File: src/rtl/ahb_tanh_seq.sv
`default_nettype none
// ============================================================================
// Module   : ahb_tanh_seq
// Purpose  : AHB-Lite slave that batch-processes packed int8 activations.
//            Words written to IN are queued, split into 4 bytes, each byte
//            passed through the 8-bit tanh LUT (one byte per cycle), repacked
//            and queued for readout at OUT. Provides status, a sticky
//            overflow/underflow pair and a level interrupt on completion.
// Ports    : HCLK/HRESET        clock, asynchronous active-high reset
//            HSEL/HREADY/HTRANS address-phase qualifiers
//            HSIZE              ignored (all accesses are word accesses)
//            HWRITE/HADDR       direction and address (only [7:0] decoded)
//            HWDATA             write data (data phase)
//            HREADYOUT/HRESP    tied to 1 / 2'b00
//            HRDATA             read data, from the registered address
//            IRQ                irq_en & done
// Register : 0x00 IN (W), 0x04 OUT (R, pops), 0x08 STATUS (R),
//            0x0C CTRL (R/W: [0] irq_en, [1] flush), 0x10 ISR (R/W1C: [0]),
//            0x14 PERF (R, write clears) when TANH_SEQ_PERF_EN is defined.
// Macro    : TANH_SEQ_PERF_EN enables the completed-word counter at 0x14.
// Revision : 1.0 - initial release
// ============================================================================
module ahb_tanh_seq #(
  parameter int DEPTH = 4,
  parameter int CW    = 3
) (
  input  logic        HCLK,
  input  logic        HRESET,
  input  logic        HSEL,
  input  logic        HREADY,
  input  logic [1:0]  HTRANS,
  input  logic [2:0]  HSIZE,
  input  logic        HWRITE,
  input  logic [31:0] HADDR,
  input  logic [31:0] HWDATA,
  output logic        HREADYOUT,
  output logic [1:0]  HRESP,
  output logic [31:0] HRDATA,
  output logic        IRQ
);

  localparam int             AW     = CW - 1;
  localparam logic [CW-1:0]  c_full = CW'(DEPTH);

  typedef enum logic [1:0] {
    S_IDLE  = 2'd0,
    S_CONV  = 2'd1,
    S_STORE = 2'd2
  } state_t;

  // --------------------------------------------------------------------------
  // tanh LUT: out = clamp(round(128 * tanh(x / 16)), -128, 127).
  // Only the magnitude curve is stored; it saturates at 128 from |x| = 50.
  // --------------------------------------------------------------------------
  function automatic logic [7:0] f_tanh_mag(input logic [7:0] m);
    logic [7:0] v;
    case (m)
      8'd0:  v = 8'd0;   8'd1:  v = 8'd8;   8'd2:  v = 8'd16;  8'd3:  v = 8'd24;
      8'd4:  v = 8'd31;  8'd5:  v = 8'd39;  8'd6:  v = 8'd46;  8'd7:  v = 8'd53;
      8'd8:  v = 8'd59;  8'd9:  v = 8'd65;  8'd10: v = 8'd71;  8'd11: v = 8'd76;
      8'd12: v = 8'd81;  8'd13: v = 8'd86;  8'd14: v = 8'd90;  8'd15: v = 8'd94;
      8'd16: v = 8'd97;  8'd17: v = 8'd101; 8'd18: v = 8'd104; 8'd19: v = 8'd106;
      8'd20: v = 8'd109; 8'd21: v = 8'd111; 8'd22: v = 8'd113; 8'd23: v = 8'd114;
      8'd24: v = 8'd116; 8'd25: v = 8'd117; 8'd26: v = 8'd118; 8'd27: v = 8'd120;
      8'd28: v = 8'd120; 8'd29: v = 8'd121; 8'd30: v = 8'd122; 8'd31: v = 8'd123;
      8'd32: v = 8'd123; 8'd33: v = 8'd124; 8'd34: v = 8'd124; 8'd35: v = 8'd125;
      8'd36: v = 8'd125; 8'd37: v = 8'd126; 8'd38: v = 8'd126; 8'd39: v = 8'd126;
      8'd40: v = 8'd126; 8'd41: v = 8'd126; 8'd42: v = 8'd127; 8'd43: v = 8'd127;
      8'd44: v = 8'd127; 8'd45: v = 8'd127; 8'd46: v = 8'd127; 8'd47: v = 8'd127;
      8'd48: v = 8'd127; 8'd49: v = 8'd127;
      default: v = 8'd128;
    endcase
    return v;
  endfunction

  function automatic logic [7:0] f_tanh(input logic [7:0] x);
    logic [7:0] mag;
    logic [7:0] v;
    if (x[7]) begin
      // -128 negates to 128 in 8 bits, which the curve maps to 128 -> 0x80.
      mag = ~x + 8'd1;
      v   = f_tanh_mag(mag);
      v   = ~v + 8'd1;
    end else begin
      v = f_tanh_mag(x);
      if (v == 8'd128) v = 8'd127;
    end
    return v;
  endfunction

  // --------------------------------------------------------------------------
  // Declarations
  // --------------------------------------------------------------------------
  logic          r_wr, r_rd;
  logic [7:0]    r_addr;
  logic [31:0]   r_in_mem  [DEPTH];
  logic [31:0]   r_out_mem [DEPTH];
  logic [AW-1:0] r_in_wp, r_in_rp, r_out_wp, r_out_rp;
  logic [CW-1:0] r_in_cnt, r_out_cnt;
  logic          r_irq_en, r_done, r_ovf, r_udf;
  state_t        r_state;
  logic [1:0]    r_k;
  logic [31:0]   r_word, r_res;
`ifdef TANH_SEQ_PERF_EN
  logic [31:0]   r_perf;
`endif

  logic w_access, w_wr_in, w_rd_out, w_wr_ctrl, w_wr_isr, w_flush;
  logic w_in_full, w_in_empty, w_out_full, w_out_empty;
  logic w_in_push, w_in_pop, w_out_push, w_out_pop;
  logic w_unused_bits;

  assign w_unused_bits = ^{HSIZE, HADDR[31:8]};

  assign HREADYOUT = 1'b1;
  assign HRESP     = 2'b00;
  assign IRQ       = r_irq_en & r_done;

  assign w_access   = HSEL & HREADY & HTRANS[1];
  assign w_wr_in    = r_wr & (r_addr == 8'h00);
  assign w_rd_out   = r_rd & (r_addr == 8'h04);
  assign w_wr_ctrl  = r_wr & (r_addr == 8'h0C);
  assign w_wr_isr   = r_wr & (r_addr == 8'h10);
  assign w_flush    = w_wr_ctrl & HWDATA[1];

  assign w_in_full   = (r_in_cnt == c_full);
  assign w_in_empty  = (r_in_cnt == '0);
  assign w_out_full  = (r_out_cnt == c_full);
  assign w_out_empty = (r_out_cnt == '0);

  assign w_in_push  = w_wr_in & ~w_in_full;
  // The only consumer of the output FIFO is the bus, so a free slot seen in
  // IDLE is still free when the word reaches STORE.
  assign w_in_pop   = (r_state == S_IDLE) & ~w_in_empty & ~w_out_full & ~w_flush;
  assign w_out_push = (r_state == S_STORE) & ~w_flush;
  assign w_out_pop  = w_rd_out & ~w_out_empty & ~w_flush;

  // --------------------------------------------------------------------------
  // Address-phase capture
  // --------------------------------------------------------------------------
  always_ff @(posedge HCLK or posedge HRESET) begin
    if (HRESET) begin
      r_wr   <= 1'b0;
      r_rd   <= 1'b0;
      r_addr <= 8'h00;
    end else begin
      r_wr <= w_access & HWRITE;
      r_rd <= w_access & ~HWRITE;
      if (w_access) r_addr <= HADDR[7:0];
    end
  end

  // --------------------------------------------------------------------------
  // Input FIFO
  // --------------------------------------------------------------------------
  always_ff @(posedge HCLK or posedge HRESET) begin
    if (HRESET) begin
      for (int i = 0; i < DEPTH; i++) r_in_mem[i] <= '0;
      r_in_wp  <= '0;
      r_in_rp  <= '0;
      r_in_cnt <= '0;
    end else if (w_flush) begin
      r_in_wp  <= '0;
      r_in_rp  <= '0;
      r_in_cnt <= '0;
    end else begin
      if (w_in_push) begin
        r_in_mem[r_in_wp] <= HWDATA;
        r_in_wp           <= r_in_wp + AW'(1);
      end
      if (w_in_pop) r_in_rp <= r_in_rp + AW'(1);
      r_in_cnt <= r_in_cnt + CW'(w_in_push) - CW'(w_in_pop);
    end
  end

  // --------------------------------------------------------------------------
  // Output FIFO
  // --------------------------------------------------------------------------
  always_ff @(posedge HCLK or posedge HRESET) begin
    if (HRESET) begin
      for (int i = 0; i < DEPTH; i++) r_out_mem[i] <= '0;
      r_out_wp  <= '0;
      r_out_rp  <= '0;
      r_out_cnt <= '0;
    end else if (w_flush) begin
      r_out_wp  <= '0;
      r_out_rp  <= '0;
      r_out_cnt <= '0;
    end else begin
      if (w_out_push) begin
        r_out_mem[r_out_wp] <= r_res;
        r_out_wp            <= r_out_wp + AW'(1);
      end
      if (w_out_pop) r_out_rp <= r_out_rp + AW'(1);
      r_out_cnt <= r_out_cnt + CW'(w_out_push) - CW'(w_out_pop);
    end
  end

  // --------------------------------------------------------------------------
  // Sequencer: the word shifts right one byte per CONV cycle while results
  // shift in from the top, so after four cycles result byte k sits in lane k.
  // --------------------------------------------------------------------------
  always_ff @(posedge HCLK or posedge HRESET) begin
    if (HRESET) begin
      r_state <= S_IDLE;
      r_k     <= 2'd0;
      r_word  <= '0;
      r_res   <= '0;
    end else if (w_flush) begin
      r_state <= S_IDLE;
      r_k     <= 2'd0;
    end else begin
      case (r_state)
        S_IDLE: begin
          if (w_in_pop) begin
            r_word  <= r_in_mem[r_in_rp];
            r_k     <= 2'd0;
            r_state <= S_CONV;
          end
        end
        S_CONV: begin
          r_res  <= {f_tanh(r_word[7:0]), r_res[31:8]};
          r_word <= {8'h00, r_word[31:8]};
          r_k    <= r_k + 2'd1;
          if (r_k == 2'd3) r_state <= S_STORE;
        end
        S_STORE: r_state <= S_IDLE;
        default: r_state <= S_IDLE;
      endcase
    end
  end

  // --------------------------------------------------------------------------
  // Control / status registers
  // --------------------------------------------------------------------------
  always_ff @(posedge HCLK or posedge HRESET) begin
    if (HRESET) begin
      r_irq_en <= 1'b0;
      r_done   <= 1'b0;
      r_ovf    <= 1'b0;
      r_udf    <= 1'b0;
    end else begin
      if (w_wr_ctrl) r_irq_en <= HWDATA[0];
      if (w_flush) begin
        r_done <= 1'b0;
        r_ovf  <= 1'b0;
        r_udf  <= 1'b0;
      end else begin
        if (w_wr_in & w_in_full)    r_ovf <= 1'b1;
        if (w_rd_out & w_out_empty) r_udf <= 1'b1;
        // Set is evaluated last so it beats a same-edge W1C.
        if (w_wr_isr & HWDATA[0])   r_done <= 1'b0;
        if (w_out_push)             r_done <= 1'b1;
      end
    end
  end

`ifdef TANH_SEQ_PERF_EN
  always_ff @(posedge HCLK or posedge HRESET) begin
    if (HRESET) begin
      r_perf <= '0;
    end else if (w_flush || (r_wr && r_addr == 8'h14)) begin
      r_perf <= '0;
    end else if (w_out_push) begin
      r_perf <= r_perf + 32'd1;
    end
  end
`endif

  // --------------------------------------------------------------------------
  // Read mux
  // --------------------------------------------------------------------------
  always_comb begin
    HRDATA = 32'h0;
    case (r_addr)
      8'h04: HRDATA = w_out_empty ? 32'h0 : r_out_mem[r_out_rp];
      8'h08: HRDATA = {8'h00, 8'(r_out_cnt), 8'(r_in_cnt), 1'b0, r_udf, r_ovf,
                       (r_state != S_IDLE), w_out_empty, w_out_full,
                       w_in_empty, w_in_full};
      8'h0C: HRDATA = {31'h0, r_irq_en};
      8'h10: HRDATA = {31'h0, r_done};
`ifdef TANH_SEQ_PERF_EN
      8'h14: HRDATA = r_perf;
`endif
      default: HRDATA = 32'h0;
    endcase
  end

endmodule
`default_nettype wire

File: config.mk
export PLATFORM = sky130hd
export DESIGN_NAME = ahb_tanh_seq
export DESIGN_NICKNAME = d
export VERILOG_FILES = /design/src/rtl/ahb_tanh_seq.sv
export SDC_FILE = /design/constraint.sdc
export NUM_CORES = 1
export LEC_CHECK = 0
export BUFFER_PORTS_ARGS = -buffer_cell sky130_fd_sc_hd__buf_2
export CORE_UTILIZATION = 55
export DETAILED_ROUTE_END_ITERATION = 8
export MAX_ROUTING_LAYER = met4
export PLACE_DENSITY = 0.73
export SYNTH_ARGS = -nofsm -noshare
export SYNTH_HDL_FRONTEND = slang
export SYNTH_SLANG_ARGS = --single-unit
File: constraint.sdc
create_clock -name HCLK -period 19.4 [get_ports HCLK]
set_clock_uncertainty 0.05 [all_clocks]
set_input_delay 1.94 -clock HCLK [delete_from_list [all_inputs] [get_ports HCLK]]
set_output_delay 1.94 -clock HCLK [all_outputs]
set_load 0.02 [all_outputs]
== Word-level counts from Yosys, hierarchy flattened ==
Memories as Yosys holds them, arrays and structs flattened.
Cells that the tools add are included.
Word-level totals
  register bits after elaboration: 352
  latch bits: 0
  RAM bits: 0
  ROM bits: 1024
  output and inout bits: 36
  memories kept: 2
Operators by class
  add/subtract/negate cells: 11
  $mul: 0
  div/mod/pow operators: 0
  order comparisons: 6
  equality and inequality tests: 13
  shift-type cells: 0
  multiplexer cells: 50
  bitwise logic cells: 32
  reductions and logical operators: 24
Memory list
  (no name shown): depth 64, width 8, rd ports 1, clocked after Yosys merged registers in 0, write ports 0, line 57  | case (m)
  (no name shown): depth 64, width 8, rd ports 1, clocked after Yosys merged registers in 0, write ports 0, line 57
Operators by type and width (number)
  bitwise mux 128 bit: 2
  2-to-1 mux 32 bit: 8
  binary-select mux 32 bit (select 2 bit): 2
  demux 32 bit (select 2 bit): 2
  case mux 32 bit (4 select lines): 1
  2-to-1 mux 8 bit: 10
  case mux 32 bit (2 select lines): 1
  2-to-1 mux 2 bit: 13
  AND 1 bit: 20
  adder 8 x 1 -> 8 bit, second input constant: 2
  == test 8 x 4 -> 1 bit, second input constant: 2
  NOT 8 bit: 2
  nonzero test 2 bit: 8
  greater-or-equal comparator 3 bit, second input constant: 4
  NOT 2 -> 3 bit: 4
  adder 2 x 1 -> 2 bit, second input constant: 5
  AND reduction 2 bit: 5
  == test 8 x 3 -> 1 bit, second input constant: 1
  == test 8 x 5 -> 1 bit, second input constant: 1
  == test 8 bit, second input constant: 1
  logical NOT 8 bit: 1
  case mux 2 bit (2 select lines): 2
  2-to-1 mux 1 bit: 7
  adder 3 x 1 -> 3 bit: 2
  other kinds (14): 30

== Logic depth before layout (Yosys ltp) ==
Gate-level depths: netlist of the first run.
  depth after elaboration: 10
  gate-level depth with buffers: 18
  mapped depth without buffers: 15

== Least setup slack after synthesis of the first run ==
OpenSTA, ideal clock, no wires.
  kind: register to output
  start: register r_out_rp[0]
  end: output port HRDATA[10]
  data arrival time: 1987 ps
  slack: 15423 ps
  cell stages (with the launch flop): 5
  buffers on the path: 2
  cells stage by stage: dfrtp_1 > clkbuf_1 > buf_1 > mux4_2 > a22o_1
Between the ends
  word-level cells in the longest chain between the ends: 6
RTL lines
  start: declaration: line 98  | logic [AW-1:0] r_in_wp, r_in_rp, r_out_wp, r_out_rp;
  start signal: assignment: line 194  | if (w_out_pop) r_out_rp <= r_out_rp + AW'(1);
  NOT 2 -> 3 bit (implied by the code): line 276  | 8'h04: HRDATA = w_out_empty ? 32'h0 : r_out_mem[r_out_rp];
  binary-select mux 32 bit (select 2 bit): line 276
  2-to-1 mux 32 bit (implied by the code) (2 in a row): line 276
  2-to-1 mux 32 bit: line 276
  case mux 32 bit (4 select lines): line 275  | case (r_addr)
  end: declaration: line 38  | output logic [31:0] HRDATA,
No other way between the ends. The select of a mux whose other input is x is not followed.

== Worst setup path after layout of the first run ==
  start: register r_addr[0]
  end: output port HRDATA[0]
Between the ends
  word-level cells in the longest chain between the ends: 2
RTL lines
  start: declaration: line 95  | logic [7:0] r_addr;
  start signal: assignment: line 149  | if (w_access) r_addr <= HADDR[7:0];
  == test 8 x 5 -> 1 bit, or another cell as far along: line 275
  case mux 32 bit (4 select lines) *: line 275
Every way passes the cells marked *; elsewhere a longest branch is shown, timed or not.

==> summary.txt, run 1 <==
STA
  • Fmax achieved: between 200 and 250 MHz
  • Period utilization: roughly 26%
  • Final Hold Vio Count: 0
  • # setup viols final: 0
  • Relative slew slack: 24.5%
  • Worst-margin pin slew: 1130 ps
  • Crit path time final: 5000 ps
  • Worst setup margin: 14400 ps
  • Unrepaired setup endpoints after global routing: no
  • Setup TNS: 0 ps
  • Final Max Slew Viols: 0

Clock tree
  • Resize count post-CTS: 0
  • Root buf cell: clkbuf_16
  • Postcts setup bufs: 0
  • Skew-Pair Late Insertion Delay: 510 ps
  • H-tree Lvls: 2
  • Clock slew at reported path FFs: about 60 ps
  • CTS buffer count: 38
  • CTS tree: yes
  • Sink Count: ~350
  • CTS Hold Bufs: 0
  • Longest Clk Path Bufs: 3

Global routing
  • First-pass GRT wire length: roughly 57000 um
  • Overall Global Routing Usage: 23.8%
  • Overflow after GRT: 0
  • Number of global-route vias before repair: approximately 11000
  • Initial antenna violation count: 1
  • Largest net degree at the start of global routing: 135

Yosys
  • Syn. warnings: 0
  • Synth Area per Inst: approximately 13 um2
  • Area share of and/or/nand/nor cells after synthesis: 8.35%
  • EDFF count, synth: 0
  • Synth Area in XOR/XNOR: 1.08%
  • Post-synthesis adder-cell area fraction: 2.32%
  • Post-synth top area share: between 50% and 60%
  • Cell variety after synth: just over 70
  • Area contributors post-synth: dfrtp_1 (52%), mux2_2 (18%), mux4_2 (8.7%)
  • Largest family of logic cells by synthesized area: multiplexers
  • Syn Inst Count: approximately 1300
  • Main synth FF type: dfrtp_1
  • Synth area leader: dfrtp_1
  • Async set-or-reset flop fraction in the synthesized netlist: 100%
  • Multiplexer share of the synthesized area: a little over a quarter
  • Synth Register Bits: 352
  • Mapped Area: between 15000 and 20000 um2
  • Sequential fraction of the synthesis area: 52.3%
  • Post-synthesis compound-gate area fraction: 6.38%

Critical path
  • CP Data Required Time: 17410 ps
  • CP peak stage delay: 910 ps
  • Worst setup SP type: register
  • Arr. time, crit path: 3010 ps
  • Critical path class: register to output port
  • CP endpoint kind: output port
  • Crit-path cells: nor3_1 -> and3_1 -> and3b_1 -> nor2b_2 -> nand2_1 -> o21ai_0 -> buf_2
  • Worst-path fanout max: 32
  • Crit-path slowest cell: nor2b_2

Power and ir drop
  • Psw: around 1000 uW
  • Peak supply drop: around 80 uV
  • Sw Share: between 30 and 40%
  • Total power: 2.79 mW
  • Power share of the clock group: 24.7%
  • Combinational Power Share: 35.8%
  • Power density cells: about 150 nW/um2
  • Seq pwr share: 39.5%
  • Cell Int Power: 1.79 mW
  • Pleak: roughly 8.5 nW

Floorplan
  • Area of the core: 29900 um2
  • Die Span X: around 180 um
  • Rows: 63
  • Starting density of the core: 56.4%
  • Die ar.: 31400 um2
  • I/O pin cnt: 110
  • Die H: 177 um

Run
  • Maxcap violations: 0

Placement
  • Place WS: 14800 ps
  • Dpl hpwl: 21900 um
  • Cell Area, Placed: 17500 um2
  • Final GP Congestion: 0.908
  • # port buffers: 78

Detailed routing
  • Drt via density: 5.93
  • Remaining antenna violation count after routing: 0
  • WL final: 34800 um
  • Drt wl/cell: 19.5 um
  • DRC violations left: 0
  • Total number of vias: roughly 11000
  • First-pass DRT Iterations: 5
  • Starting DRT DRC Count: 589

Final layout
  • Nets: 1480
  • Area Growth Syn to Fin: 11.1%
  • Layout Utilization: between 60% and 70%
  • Post-route cell area: 18700 um2
  • Layout cell share with drive strength beyond 1: 36.0%

Worst hold path
  • Hold crit path type: register to register

Run status
  • Status: finished clean
final timing paths:
| check | start | to | slack [ps] | cells after the start |
|---|---|---|---|---|
| setup / recovery | r_addr[0] | HRDATA[0] | 14400 | 7 |
| hold / removal | r_in_mem[37] | r_in_mem[37] | 450 | 1 |
| setup reg to reg | r_word[0] | r_res[28] | 15140 | 15 |
| hold reg to reg | r_in_mem[37] | r_in_mem[37] | 450 | 1 |
| max in group asynchronous | HRESET | r_out_mem[78] | 15490 | 4 |
| min in group asynchronous | HRESET | r_in_mem[92] | 1510 | 2 |
area by class of cell:
type | count | area (um2)
Timing Repair Buffer | 101 | 563
Multi-Input combinational cell | 858 | 7570
Inverter | 25 | 101
Antenna cell | 1 | 2.50
Clock inverter | 11 | 111
Sequential cell | 352 | 8810
Fill cell | 2259 | 11100
Clock buffer | 53 | 1080
Tap cell | 390 | 488
power by group through the flow:
stage / registers (mW) / logic (mW) / clock network [mW]
final: 1.10 / 1.00 / 0.689
after global routing: 1.13 / 1.11 / 0.733
after CTS: 1.10 / 1.00 / 0.706
after detailed placement: 1.11 / 0.997 / 0
after floorplan: 1.03 / 0.829 / 0
after global placement: 1.10 / 0.970 / 0
routing by layer:
layer / global-route usage, % / wire [um] / up-vias
li1: - / - / 4864
met5: - / 0 / -
met1: 31.0 / 15300 / 5462
met4: 6.61 / 827 / 0
met3: 3.14 / 1240 / 58
met2: 39.4 / 17500 / 236
sequential cells by signal (all words and copies together) (netlist names), 2 cells and up:
signal / count
r_out_rp: 2
r_in_wp: 2
r_out_mem: 128
r_in_mem: 128
r_in_cnt: 3
r_state: 2
r_k: 2
r_word: 32
r_out_wp: 2
r_in_rp: 2
r_addr: 8
r_res: 32
r_out_cnt: 3
kinds of logic after synthesis:
kind of cell	Yosys count
AOI/OAI and AO/OA	156
xor gates and xnor gates	19
adders and majority gates	30
buffers and inverters	114
DFF	352
muxes	335
other	2
and+or+nand+nor	315
placed cells by master, fill, tap and decap left out, types with 6 or more instances in the layout:
cell	netlist	final
xor2_1	6	6
buf_4	4	23
mux4_2	65	65
buf_2	24	78
dfrtp_1	352	349
o21ai_0	24	24
nand2_1	158	158
nor3_1	9	9
clkbuf_1	35	9
and3_1	7	7
a211oi_1	7	7
nor2_1	76	75
mux2_2	265	265
nand3_1	10	10
a31oi_1	29	29
clkbuf_16	0	39
a21oi_1	29	29
and2_1	26	26
xnor2_1	11	11
inv_1	23	22
ha_1	28	28
clkinv_2	0	7
a22o_1	19	19
cells in the mapped netlist (all sizes together) (5+ instances only):
| library cell | instances |
|---|---|
| nand2 | 158 |
| inv | 23 |
| and3 | 7 |
| nor2 | 77 |
| nor3 | 10 |
| a31oi | 29 |
| o21ai | 26 |
| xor2 | 7 |
| a211oi | 7 |
| nor2b | 5 |
| mux2i | 5 |
| a21oi | 29 |
| and2 | 26 |
| xnor2 | 12 |
| mux4 | 65 |
| dfrtp | 352 |
| ha | 28 |
| o31ai | 7 |
| nand3 | 10 |
| buf | 53 |
| a22o | 19 |
| clkbuf | 36 |
| mux2 | 265 |
critical path, delay by kind of cell, from the launching register on:
kind | cells | cell delay (ps)
AND/OR/NAND/NOR | 5 | 1800
flip-flops | 1 | 370
buffers and inverters | 1 | 190
AO/OA/AOI/OAI | 1 | 130
stage by stage:
stage               hold WS (ps)  std cells
floorplan                    413       1324
global placement             431       1726
detailed placement           437       1726
CTS                          450       1790
global route                 458       1791
finish                       446       1791
Power figures use the tool's default switching activity.
==> run 2: changes to the inputs <==
--- a/config.mk
+++ b/config.mk
@@ -9,7 +9,7 @@
 export CORE_UTILIZATION = 55
 export DETAILED_ROUTE_END_ITERATION = 8
 export MAX_ROUTING_LAYER = met4
-export PLACE_DENSITY = 0.73
+export PLACE_DENSITY = 0.76
 export SYNTH_ARGS = -nofsm -noshare
 export SYNTH_HDL_FRONTEND = slang
 export SYNTH_SLANG_ARGS = --single-unit
==> constraint.sdc (replaced) <==
create_clock -name HCLK -period 4.5 [get_ports HCLK]
set_clock_uncertainty 0.05 [all_clocks]
set_input_delay 0.45 -clock HCLK [delete_from_list [all_inputs] [get_ports HCLK]]
set_output_delay 0.45 -clock HCLK [all_outputs]
set_load 0.02 [all_outputs]
==> run 2 against run 1 <==
  * Setup slack worse by 14000 ps
  * Sequential share of layout area down 0.39 points
  * First-iteration DRC count up 37%
  * Utilization up 0.52 points
  * Combinational power rose to 4.4 times the previous value
  * Global-route usage up 0.39 points
  * Non-clock buffer count up 11
  * Power rose to 4.4 times the previous value
  * Final cell count up 0.73%
  * Clock-buffer cell count up 4
  * Routed wire length up 1.5%
  * Register-to-register slack worse by 14000 ps
  * Critical endpoint is now r_res[26]
  * Highest routed layer unchanged
==> summary.txt, run 2 (synthesized netlist as in run 1, its figures left out) <==
Floorplan
  • Rows: 63
  • Die Span X: 177 um
  • I/O pin cnt: 110
  • Die H: 177 um
  • Area of the core: ~30000 um2
  • Die ar.: ~31000 um2
  • Starting density of the core: 56.4%

Global routing
  • Number of global-route vias before repair: between 10000 and 15000
  • Overall Global Routing Usage: 24.2%
  • Largest net degree at the start of global routing: between 90 and 100
  • First-pass GRT wire length: 58200 um
  • Overflow after GRT: 0
  • Initial antenna violation count: 2

Critical path
  • CP peak stage delay: approximately 480 ps
  • Crit-path leading delay family: adder cells
  • Worst setup SP type: register
  • Critical path class: register to register
  • Crit-path slowest cell: ha_1
  • Worst-path fanout max: 9
  • Critical path buffers and inverters: 4
  • CP Data Required Time: 4850 ps
  • Arr. time, crit path: around 4000 ps
  • Crit-path cells: inv_1 -> ha_1 -> inv_1 -> ha_1 -> buf_4 -> nand2b_1 -> o21ai_0 -> a221oi_1 -> o21a_1 -> a32oi_1 -> nand2_1 -> ha_1 -> inv_1 -> xnor2_1 -> a21oi_1 -> a21o_1
  • CP endpoint kind: register

Clock tree
  • Clock slew at reported path FFs: ~60 ps
  • Postcts setup bufs: 0
  • Sink Count: 352
  • Resize count post-CTS: 0
  • CTS Hold Bufs: 0
  • Root buf cell: clkbuf_16
  • H-tree Lvls: 2
  • CTS tree: yes
  • CTS buffer count: 38
  • Longest Clk Path Bufs: 3
  • Skew-Pair Late Insertion Delay: 510 ps

Placement
  • Place WS: around 860 ps
  • Dpl cells: approximately 1700
  • Cell Area, Placed: ~18000 um2
  • Final GP Congestion: slightly below 0.9
  • Dpl hpwl: roughly 23000 um
  • # port buffers: 78

Power and ir drop
  • Power density cells: around 640 nW/um2
  • Peak supply drop: 453 uV
  • Pleak: ~8.6 nW
  • Total power: 12.2 mW

STA
  • Final Hold Vio Count: 0
  • Fmax achieved: 271 MHz
  • Hold WS: roughly 54 ps
  • Setup TNS: 0 ps
  • Relative slew slack: 30.1%
  • Final Max Slew Viols: 0
  • Crit path time final: 3680 ps
  • # setup viols final: 0
  • Period utilization: around four fifths
  • Unrepaired setup endpoints after global routing: no
  • Worst-margin pin slew: 1050 ps
  • Worst setup margin: 816 ps

Final layout
  • Post-route cell area: 18900 um2
  • Biggest regs: r_in_mem x128, r_out_mem x128
  • Commonest non-fill, non-tap cell in the layout: dfrtp_1
  • Nets: 1491
  • Layout Utilization: 63.2%
  • Final std cells w/o fill: 1804
  • Most frequent cells in the layout: dfrtp_1 (349), mux2_2 (265), nand2_1 (158)
  • Area Growth Syn to Fin: 12.0%
  • Layout cell share with drive strength beyond 1: 36.5%

Detailed routing
  • Drt via density: about 6
  • Starting DRT DRC Count: between 800 and 900
  • WL final: 35400 um
  • First-pass DRT Iterations: 5
  • Total number of vias: roughly 11000
  • Remaining antenna violation count after routing: 0
  • DRC violations left: 0
  • Drt wl/cell: 19.6 um

Run
  • Maxcap violations: 0

Worst hold path
  • Hold crit path type: primary input to register

Run status
  • Status: finished clean
[run 2: cell types whose count changed in the layout (fill, tap and decap cells not counted), sizes merged, moves of 3 or more]
cell / delta
buf: +11
clkbuf: +4
clkinv: -4
clkinvlp: +3
[run 2: area by class of cell]
type | count | area [um2]
Timing Repair Buffer | 112 | 696
Clock buffer | 57 | 1130
Sequential cell | 352 | 8810
Multi-Input combinational cell | 858 | 7570
Tap cell | 390 | 488
Antenna cell | 2 | 5.00
Inverter | 25 | 97.6
Clock inverter | 8 | 80.1
Fill cell | 2181 | 11000
[run 2: per-layer routing]
layer | track usage (%) | vias to the layer above | part of all wire, %
met2 | 40.5 | 207 | 51
met5 | - | - | 0
met3 | 3.41 | 54 | 3.6
met4 | 6.43 | 0 | 2.1
met1 | 31.1 | 5548 | 43
li1 | - | 4897 | -
[run 2: final timing paths]
kind,startpoint,to,slack (ps),cells after the start
max reg2reg,r_word[0],r_res[26],820,16
min,HWRITE,r_rd,50,2
max,r_word[0],r_res[26],820,16
min reg2reg,r_out_mem[13],r_out_mem[13],450,1
min in group asynchronous,HRESET,r_in_mem[59],130,2
max in group asynchronous,HRESET,r_in_mem[100],3250,3
[run 2: where the power goes]
group          internal (mW)  switching, mW  leakage [nW]
Sequential              3.99          0.796          4.30
Clock                   1.80           1.20         0.587
Combinational           2.01           2.37          3.70
Total                   7.79           4.36          8.58
